**src/rtl/pipe_pkg.sv**
```systemverilog
// Shared pipeline constants: result-select codes and load funct3 encodings.
// Used by control, memory and write-back stages.
package pipe_pkg;

  localparam int XLEN = 32;

  typedef enum logic [1:0] {
    RESULT_ALU  = 2'b00,
    RESULT_LOAD = 2'b01,
    RESULT_PC4  = 2'b10,
    RESULT_RSVD = 2'b11
  } result_src_e;

  localparam logic [2:0] F3_LB  = 3'b000;
  localparam logic [2:0] F3_LH  = 3'b001;
  localparam logic [2:0] F3_LW  = 3'b010;
  localparam logic [2:0] F3_LBU = 3'b100;
  localparam logic [2:0] F3_LHU = 3'b101;

endpackage

```
**src/rtl/writeback_stage_if.sv**
```systemverilog
// M->W bundle, W-stage controls and write-back outputs.
// master = upstream/testbench side, slave = write-back stage.
interface writeback_stage_if #(
  parameter int XLEN  = 32,
  parameter int CNT_W = 64
);
  logic            ValidM;
  logic            RegWriteM;
  logic [1:0]      ResultSrcM;
  logic [4:0]      RdM;
  logic [2:0]      funct3M;
  logic [XLEN-1:0] ALUResultM;
  logic [XLEN-1:0] ReadDataM;
  logic [XLEN-1:0] PCPlus4M;
  logic            StallW;
  logic            FlushW;
  logic            RegWriteW;
  logic [4:0]      RdW;
  logic [XLEN-1:0] ResultW;
  logic            ValidW;
  logic [CNT_W-1:0] InstRet;

  modport master (
    output ValidM, RegWriteM, ResultSrcM, RdM, funct3M,
    output ALUResultM, ReadDataM, PCPlus4M, StallW, FlushW,
    input  RegWriteW, RdW, ResultW, ValidW, InstRet
  );

  modport slave (
    input  ValidM, RegWriteM, ResultSrcM, RdM, funct3M,
    input  ALUResultM, ReadDataM, PCPlus4M, StallW, FlushW,
    output RegWriteW, RdW, ResultW, ValidW, InstRet
  );
endinterface

```
**src/rtl/writeback_stage_load_extend.sv**
```systemverilog
// Load data extraction: picks byte/halfword by offset and
// sign/zero-extends by funct3. Purely combinational.
module load_extend
  import pipe_pkg::*;
#(
  parameter int XLEN = 32
) (
  input  logic [2:0]      funct3_i,
  input  logic [1:0]      off_i,
  input  logic [XLEN-1:0] word_i,
  output logic [XLEN-1:0] ext_o
);

  logic [7:0]  byte_v;
  logic [15:0] half_v;

  // Halfword select ignores off[0]; misalignment is trapped upstream.
  always_comb begin
    byte_v = word_i[{off_i, 3'b000} +: 8];
    half_v = word_i[{off_i[1], 4'b0000} +: 16];
    ext_o  = word_i;
    unique case (funct3_i)
      F3_LB:   ext_o = {{(XLEN-8){byte_v[7]}}, byte_v};
      F3_LBU:  ext_o = {{(XLEN-8){1'b0}}, byte_v};
      F3_LH:   ext_o = {{(XLEN-16){half_v[15]}}, half_v};
      F3_LHU:  ext_o = {{(XLEN-16){1'b0}}, half_v};
      default: ext_o = word_i;
    endcase
  end

endmodule

```
**src/rtl/writeback_stage.sv**
```systemverilog
// MEM/WB register, result select, reg-file write gating
// and retired-instruction counter.
module writeback_stage
  import pipe_pkg::*;
#(
  parameter int XLEN  = 32,
  parameter int CNT_W = 64
) (
  input logic clk,
  input logic rst,
  writeback_stage_if.slave bus
);

  logic            valid_q;
  logic            regwrite_q;
  logic [1:0]      src_q;
  logic [4:0]      rd_q;
  logic [2:0]      f3_q;
  logic [XLEN-1:0] alu_q;
  logic [XLEN-1:0] rdata_q;
  logic [XLEN-1:0] pc4_q;
  logic [CNT_W-1:0] cnt_q;
  logic [CNT_W-1:0] cnt_d;
  logic [XLEN-1:0] load_ext;
  logic [XLEN-1:0] result;

  // W pipeline register: reset > flush > stall > capture.
  always_ff @(posedge clk) begin
    if (rst || bus.FlushW) begin
      valid_q    <= 1'b0;
      regwrite_q <= 1'b0;
      src_q      <= '0;
      rd_q       <= '0;
      f3_q       <= '0;
      alu_q      <= '0;
      rdata_q    <= '0;
      pc4_q      <= '0;
    end else if (!bus.StallW) begin
      valid_q    <= bus.ValidM;
      regwrite_q <= bus.RegWriteM & bus.ValidM;
      src_q      <= bus.ResultSrcM;
      rd_q       <= bus.RdM;
      f3_q       <= bus.funct3M;
      alu_q      <= bus.ALUResultM;
      rdata_q    <= bus.ReadDataM;
      pc4_q      <= bus.PCPlus4M;
    end
  end

  // A stalled instruction counts once, when it finally leaves W.
  always_comb begin
    cnt_d = cnt_q;
    if (valid_q && !bus.StallW) cnt_d = cnt_q + 1'b1;
  end

  // Retired counter; reset discards the in-flight instruction.
  always_ff @(posedge clk) begin
    if (rst) cnt_q <= '0;
    else     cnt_q <= cnt_d;
  end

  load_extend #(.XLEN(XLEN)) u_ext (
    .funct3_i (f3_q),
    .off_i    (alu_q[1:0]),
    .word_i   (rdata_q),
    .ext_o    (load_ext)
  );

  // Final result select; reserved code falls back to ALU.
  always_comb begin
    result = alu_q;
    unique case (1'b1)
      (src_q == RESULT_LOAD): result = load_ext;
      (src_q == RESULT_PC4):  result = pc4_q;
      default:                result = alu_q;
    endcase
  end

  assign bus.RegWriteW = regwrite_q & valid_q & (rd_q != 5'd0);
  assign bus.RdW       = rd_q;
  assign bus.ResultW   = result;
  assign bus.ValidW    = valid_q;
  assign bus.InstRet   = cnt_q;

endmodule

```
**src/flat_wrapper.sv**
```systemverilog
// flat-port wrapper written by rule: the top's interface ports become plain ports
module writeback_stage_flat import pipe_pkg::*;
#(
  parameter int XLEN  = 32,
  parameter int CNT_W = 64
)
  (clk, rst, bus_ValidM, bus_RegWriteM, bus_ResultSrcM, bus_RdM, bus_funct3M, bus_ALUResultM, bus_ReadDataM, bus_PCPlus4M, bus_StallW, bus_FlushW, bus_RegWriteW, bus_RdW, bus_ResultW, bus_ValidW, bus_InstRet);
  writeback_stage_if #(.XLEN(XLEN), .CNT_W(CNT_W)) bus_i ();
  input logic clk;
  input logic rst;
  input wire logic [$bits(bus_i.ValidM)-1:0] bus_ValidM;
  input wire logic [$bits(bus_i.RegWriteM)-1:0] bus_RegWriteM;
  input wire logic [$bits(bus_i.ResultSrcM)-1:0] bus_ResultSrcM;
  input wire logic [$bits(bus_i.RdM)-1:0] bus_RdM;
  input wire logic [$bits(bus_i.funct3M)-1:0] bus_funct3M;
  input wire logic [$bits(bus_i.ALUResultM)-1:0] bus_ALUResultM;
  input wire logic [$bits(bus_i.ReadDataM)-1:0] bus_ReadDataM;
  input wire logic [$bits(bus_i.PCPlus4M)-1:0] bus_PCPlus4M;
  input wire logic [$bits(bus_i.StallW)-1:0] bus_StallW;
  input wire logic [$bits(bus_i.FlushW)-1:0] bus_FlushW;
  output wire logic [$bits(bus_i.RegWriteW)-1:0] bus_RegWriteW;
  output wire logic [$bits(bus_i.RdW)-1:0] bus_RdW;
  output wire logic [$bits(bus_i.ResultW)-1:0] bus_ResultW;
  output wire logic [$bits(bus_i.ValidW)-1:0] bus_ValidW;
  output wire logic [$bits(bus_i.InstRet)-1:0] bus_InstRet;
  assign bus_i.ValidM = bus_ValidM;
  assign bus_i.RegWriteM = bus_RegWriteM;
  assign bus_i.ResultSrcM = bus_ResultSrcM;
  assign bus_i.RdM = bus_RdM;
  assign bus_i.funct3M = bus_funct3M;
  assign bus_i.ALUResultM = bus_ALUResultM;
  assign bus_i.ReadDataM = bus_ReadDataM;
  assign bus_i.PCPlus4M = bus_PCPlus4M;
  assign bus_i.StallW = bus_StallW;
  assign bus_i.FlushW = bus_FlushW;
  assign bus_RegWriteW = bus_i.RegWriteW;
  assign bus_RdW = bus_i.RdW;
  assign bus_ResultW = bus_i.ResultW;
  assign bus_ValidW = bus_i.ValidW;
  assign bus_InstRet = bus_i.InstRet;
  writeback_stage #(.XLEN(XLEN), .CNT_W(CNT_W)) u_core (.clk(clk), .rst(rst), .bus(bus_i));
endmodule
```
**config.mk**
```make
export PLATFORM = sky130hd
export DESIGN_NAME = writeback_stage_flat
export DESIGN_NICKNAME = d
export VERILOG_FILES = /design/src/rtl/pipe_pkg.sv /design/src/rtl/writeback_stage_if.sv /design/src/rtl/writeback_stage_load_extend.sv /design/src/rtl/writeback_stage.sv /design/src/flat_wrapper.sv
export SDC_FILE = /design/constraint.sdc
export NUM_CORES = 1
export LEC_CHECK = 0
export BUFFER_PORTS_ARGS = -buffer_cell sky130_fd_sc_hd__clkbuf_2
export CORE_ASPECT_RATIO = 1.5
export CORE_MARGIN = 8
export CORE_UTILIZATION = 45
export CTS_CLUSTER_SIZE = 8
export DETAILED_ROUTE_END_ITERATION = 16
export PLACE_DENSITY_LB_ADDON = 0.12
export SYNTH_ARGS = -nofsm -noshare
export SYNTH_HDL_FRONTEND = slang
export SYNTH_SLANG_ARGS = --single-unit
```
**constraint.sdc**
```tcl
create_clock -name clk -period 1.9 [get_ports clk]
set_input_delay 0.19 -clock clk [delete_from_list [all_inputs] [get_ports clk]]
set_output_delay 0.19 -clock clk [all_outputs]
set_load 0.03 [all_outputs]
```
After elaboration in Yosys (flattened, before gate mapping)
Index checks and enable logic that the tools add are counted.
{"block": "word_totals", "latchBits": 0, "romBits": 0, "n_memories": 0, "word_cells": 27, "register_bits": 172, "output_inout_bits": 103, "mem_bits_rw": 0, "in_bits": 112}
{"block": "classes", "n_addsub": 1, "multipliers": 0, "order_cmp": 0, "bitwise": 3, "n_eq_ne": 5, "muxes": 2, "reduce_logical": 5, "shifts": 2, "div_mod_pow": 0}
{"op": "one-hot mux 32 bit (4 select lines)", "n": 1}
{"op": "adder 64 x 1 -> 64 bit (second input constant)", "n": 1}
{"op": "one-hot mux 32 bit (2 select lines)", "n": 1}
{"op": "indexed part select 32 x 6 -> 16 bit", "n": 1}
{"op": "indexed part select 32 x 6 -> 8 bit", "n": 1}
{"op": "== test 3 bit (second input constant)", "n": 2}
{"op": "nonzero test 5 bit", "n": 1}
{"op": "AND 1 bit", "n": 3}
{"op": "== test 3 x 1 -> 1 bit (second input constant)", "n": 1}
{"op": "logical NOT 3 bit", "n": 1}
{"op": "== test 2 x 1 -> 1 bit (second input constant)", "n": 1}
{"op": "== test 2 bit (second input constant)", "n": 1}
{"op": "logical AND 1 bit", "n": 1}
{"op": "logical NOT 1 bit", "n": 1}
{"op": "logical OR 1 bit", "n": 1}

Logic depth before layout (Yosys ltp)
{"block": "logic_depth", "ltp_word": 3, "ltp_mapped": 8, "depth_no_buf": 6}

Modules after synthesis
From an unflattened synthesis, not the netlist that was laid out.
{"block": "unflattened", "hier_cells": 949, "area_unflattened_um2": 8199.1}
{"mod": "writeback_stage", "seq_area_each_um2": 3443.3, "instances": 1, "area_each_um2": 7571.0, "cells_each": 840}
{"mod": "load_extend", "seq_area_each_um2": 0.0, "instances": 1, "area_each_um2": 628.1, "cells_each": 109}

Worst setup path after synthesis
No wires, ideal clock.
{"block": "synth_path", "kind": "reg2reg", "startpoint": "reg u_core.cnt_q[0], in the netlist u_core.bus.InstRet[0]", "endpoint": "reg u_core.cnt_q[62], in the netlist u_core.bus.InstRet[62]", "t_required_ns": 1.830, "setup_ns": 0.070, "synth_period_minus_slack_ns": 2.295, "path_buffers": 1, "arrival_ns": 2.225, "stages_incl_launch_ff": 8, "slack_ns": -0.395, "path_cell_list": "dfxtp_1 > ha_1 > nand3b_1 > nor2_1 > nand4_2 > buf_2 > or4_1 > a21oi_1"}
{"block": "synth_between", "elab_chain_len": 1}
{"element": "from (decl)", "line": "writeback_stage.sv:22", "source": "logic [CNT_W-1:0] cnt_q;"}
{"element": "from (signal assigned)", "line": "writeback_stage.sv:59", "source": "else cnt_q <= cnt_d;"}
{"element": "adder 64 x 1 -> 64 bit", "line": "writeback_stage.sv:53", "source": "if (valid_q && !bus.StallW) cnt_d = cnt_q + 1'b1;"}
Every way passes these cells.
A chain may end at the register's enable or synchronous reset.

Worst setup path after layout
{"block": "layout_path", "startpoint": "reg u_core.alu_q[1]", "endpoint": "out bus_ResultW[15]"}
{"block": "layout_between", "elab_chain_len": 3, "word_cells_on_any_way": 4, "cone_classes": "shift (2); mux (2)"}
{"element": "from (decl)", "line": "writeback_stage.sv:19", "source": "logic [XLEN-1:0] alu_q;"}
{"element": "from (signal assigned)", "line": "writeback_stage.sv:44", "source": "alu_q <= bus.ALUResultM;"}
{"element": "indexed part select 32 x 6 -> 16 bit or indexed part select 32 x 6 -> 8 bit (tied branches)", "line": "writeback_stage_load_extend.sv:20, writeback_stage_load_extend.sv:19"}
{"element": "one-hot mux 32 bit (4 select lines) *", "line": "writeback_stage_load_extend.sv:22", "source": "unique case (funct3_i)"}
{"element": "one-hot mux 32 bit (2 select lines) *", "line": "writeback_stage.sv:72", "source": "unique case (1'b1)"}
{"element": "to (decl)", "line": "flat_wrapper.sv:23", "source": "output wire logic [$bits(bus_i.ResultW)-1:0] bus_ResultW;"}
Mark *: on every way between the ends. The rest lies on a longest branch, timed or not.

==> impl_metrics.csv <==
group,metric,value,unit
floorplan,fp.dieH,177,µm
critical_path,cp-start-kind,"flop",
synthesis,ys_seq_elements,172,
sta,timing.fmax,0.420,GHz
place,port_buffers,214,
synthesis,yosysUniqueCellTypes,39,
synthesis,syn_nets,999,
sta,setup_violations,39,
drt,drt_iter0_drc,598,
synthesis,syn_area_per_cell,8.75,µm²
finish,nets,1383,
drt,drc_errors,0,
cts,clk_latency,420,ps
sta,fin_ws,-481,ps
place,dp_cells,1343,
min_path,min_path_type,"in2reg",
cts,htree_levels,4,
drt,wl_per_cell,19.1,µm
place,place_ws,-283,ps
global_routing,grt_pass1_vias,8074,
run_status,failed_checks,"negative setup slack",
cts,cts_num_sinks,172,
place,hpwlAfterDp,17.6,mm
cts,clk_path_buf_depth,2,
finish,stdcell_area,0.0127,mm²
sta,post-route-period-util,125,%
run_status,outcome,"finished, violations left",
min_path,min_delay_path_depth,3,
drt,vias_per_cell,5.55,
synthesis,seq_area_frac_synth,44.5,%
finish,final_cell_count_no_fill,1492,
floorplan,die_area,0.0217,mm²
drt,vias,8280,
sta,skew,12.3,ps
critical_path,critical_path_arrival,2190,ps
floorplan,start_util,46.0,%
synthesis,synth_area,0.00774,mm²
power,p_leak,5.46,nW
synthesis,syn-instance-count,884,
finish,drive_gt1_share,41.7,%
cts,clk_pin_slew_worst_paths,70,ps
sta,worst_slew_pin_slew,837,ps
critical_path,critPathKind,"reg2out",
power,power.density,679,mW/mm²
critical_path,reg2regPathDepth,7,
finish,final_core_util,75.4,%
cts,clockRootBuffer,"clkbuf_16",
sta,rsz0062_at_grt,"yes",
sta,period_minus_slack,2380,ps
drt,drt-total-wl,28.5,mm
global_routing,grt_pass1_wl,41.4,mm
finish,areaGrowthSynthToFinish,64.1,%
cts,cts_buffers,17,
drt,first_pass_iters,5,
place,gp_congestion,0.882,
global_routing,grt_max_degree,111,
finish,num-fill-cells,1159,
flow_run,cap_viol_max_count,0,
floorplan,ios,215,
global_routing,antenna_found_initial,1,
power,peakVddDrop,0.627,mV
floorplan,core_area,0.0168,mm²
floorplan,die_w,123,µm
sta,relSlewSlack,44.2,%
critical_path,worstPathRequired,1710,ps
synthesis,yosysWarnings,0,
critical_path,crit_fanout,6,
cts,cts_tree,"built",
sta,final_hold_viol_count,0,
sta,report.final.slew_viol_count,0,
place,postPlaceCellArea,0.00998,mm²
global_routing,gr-total-overflow,0,
drt,detail-route-antenna-nets,0,
global_routing,grt_util_all_layers,23.9,%
floorplan,fp-row-count,58,
critical_path,endpoint_kind,"primary output",
-- state kept, by name, indices dropped and copies added (netlist names) --
register	count
u_core.alu_q	32
u_core.bus.InstRet	64
u_core.bus.RdW	5
u_core.bus.ValidW	1
u_core.f3_q	3
u_core.pc4_q	32
u_core.rdata_q	32
u_core.regwrite_q	1
u_core.src_q	2
-- area by class of cell --
class / count / area, µm² / share of cell area (%)
sequential: 172 / 3550 / 27.9
clock inverter: 11 / 176 / 1.39
inverter: 9 / 35.0 / 0.276
timing repair buffer: 415 / 3250 / 25.6
multi-input combinational: 653 / 4940 / 38.9
clock buffer: 21 / 482 / 3.79
antenna: 1 / 2.50 / 0.0197
tap: 210 / 263 / 2.07
-- cells in the final DEF, fill, tap and decap left out, drive strengths merged, types with 4 or more instances in the layout --
| cell | count |
|---|---|
| o221ai | 31 |
| nor2 | 177 |
| and3 | 6 |
| inv | 12 |
| bufinv | 4 |
| a21oi | 38 |
| nand4 | 28 |
| and4 | 6 |
| o31ai | 7 |
| nand2 | 72 |
| mux2i | 110 |
| o21ai | 37 |
| mux2 | 15 |
| xor2 | 28 |
| clkbuf | 213 |
| buf | 145 |
| or3 | 24 |
| dlygate4sd3 | 78 |
| nor3 | 8 |
| nand3 | 29 |
| xnor2 | 8 |
| or4 | 6 |
| dfxtp | 172 |
| nor4 | 6 |
-- logic make-up (layout without fill, tap and decap cells) --
family | count (synthesis) | after routing | synth area share [%]
compound gates | 117 | 117 | 9.49
xor+xnor | 36 | 36 | 4.08
fa+ha+maj | 3 | 3 | 0.485
buf+inv | 61 | 456 | 2.98
flops | 172 | 172 | 44.5
mux | 125 | 125 | 16.4
other cells | 0 | 1 | 0
simple gates | 370 | 372 | 22.1
-- cells in the mapped netlist (all sizes together) --
library cell | n | area share (%)
a21oi | 38 | 2.5
a221oi | 1 | 0.11
a22oi | 1 | 0.097
a2bb2oi | 1 | 0.11
and2 | 1 | 0.081
and3 | 6 | 0.49
and4 | 6 | 0.68
buf | 14 | 0.70
clkbuf | 38 | 1.8
clkinv | 1 | 0.048
dfxtp | 172 | 45
ha | 3 | 0.49
inv | 8 | 0.39
mux2 | 15 | 2.2
mux2i | 110 | 14
nand2 | 72 | 3.5
nand2b | 2 | 0.16
nand3 | 28 | 1.8
nand3b | 1 | 0.097
nand4 | 27 | 2.3
nand4b | 1 | 0.11
nor2 | 177 | 8.6
nor2b | 3 | 0.24
nor3 | 8 | 0.52
nor4 | 6 | 0.76
o21ai | 37 | 2.4
o221ai | 31 | 3.5
o311a | 1 | 0.13
o31ai | 7 | 0.68
or2 | 2 | 0.16
or3 | 24 | 1.9
or4 | 6 | 0.58
xnor2 | 8 | 0.91
xor2 | 28 | 3.2
-- worst paths after layout --
kind	from	end	slack, ps
worst max-delay path	u_core.alu_q[1]$_SDFFE_PP0N_	bus_ResultW[15]	-480
worst min-delay path	bus_ALUResultM[18]	u_core.alu_q[18]$_SDFFE_PP0N_	8
worst max register to register	u_core.bus.InstRet[33]$_SDFFE_PP0P_	u_core.bus.InstRet[61]$_SDFFE_PP0P_	-90
worst min register to register	u_core.bus.InstRet[52]$_SDFFE_PP0P_	u_core.bus.InstRet[52]$_SDFFE_PP0P_	490
-- per-stage QoR --
step           setup TNS, ps  hold WS [ps]  power (mW)
4_1_cts               -12410         0.452        8.58
3_3_place_gp           -3480           420        4.51
3_5_place_dp           -4750           427        4.51
5_1_grt               -17380          9.95        8.88
6_report              -13610          7.96        8.63
2_1_floorplan          -1550           334        4.23
-- worst max-delay path, cell delays in order, from the launching register on --
cell and delay (ps):
dfxtp_4 360, mux2_4 220, buf_4 120, mux2i_4 60
o31ai_4 380, buf_4 180, a21oi_2 40, o221ai_2 200
clkbuf_8 210
-- what timing repair did --
action	CTS	global route
resized for setup	129	96
cloned	3	3
hold buffers	78	0
setup buffers	18	18
endpoints found under the hold margin	78	0
pin swaps	21	51
endpoints found under the setup margin	52	58
-- where the power goes --
part	switching, mW	internal, mW
clock	1.51	2.37
sequential	0.0638	3.66
combinational	0.513	0.510
-- per-layer routing --
metal | part of all wire, % | vias to the layer above | track usage (%)
li1 | - | 3903 | -
met1 | 38 | 3965 | 27.2
met2 | 51 | 348 | 40.8
met3 | 7.1 | 64 | 5.79
met4 | 3.5 | 0 | 11.5
met5 | 0 | - | 0
Note: power is estimated with default switching activity, not from simulation.
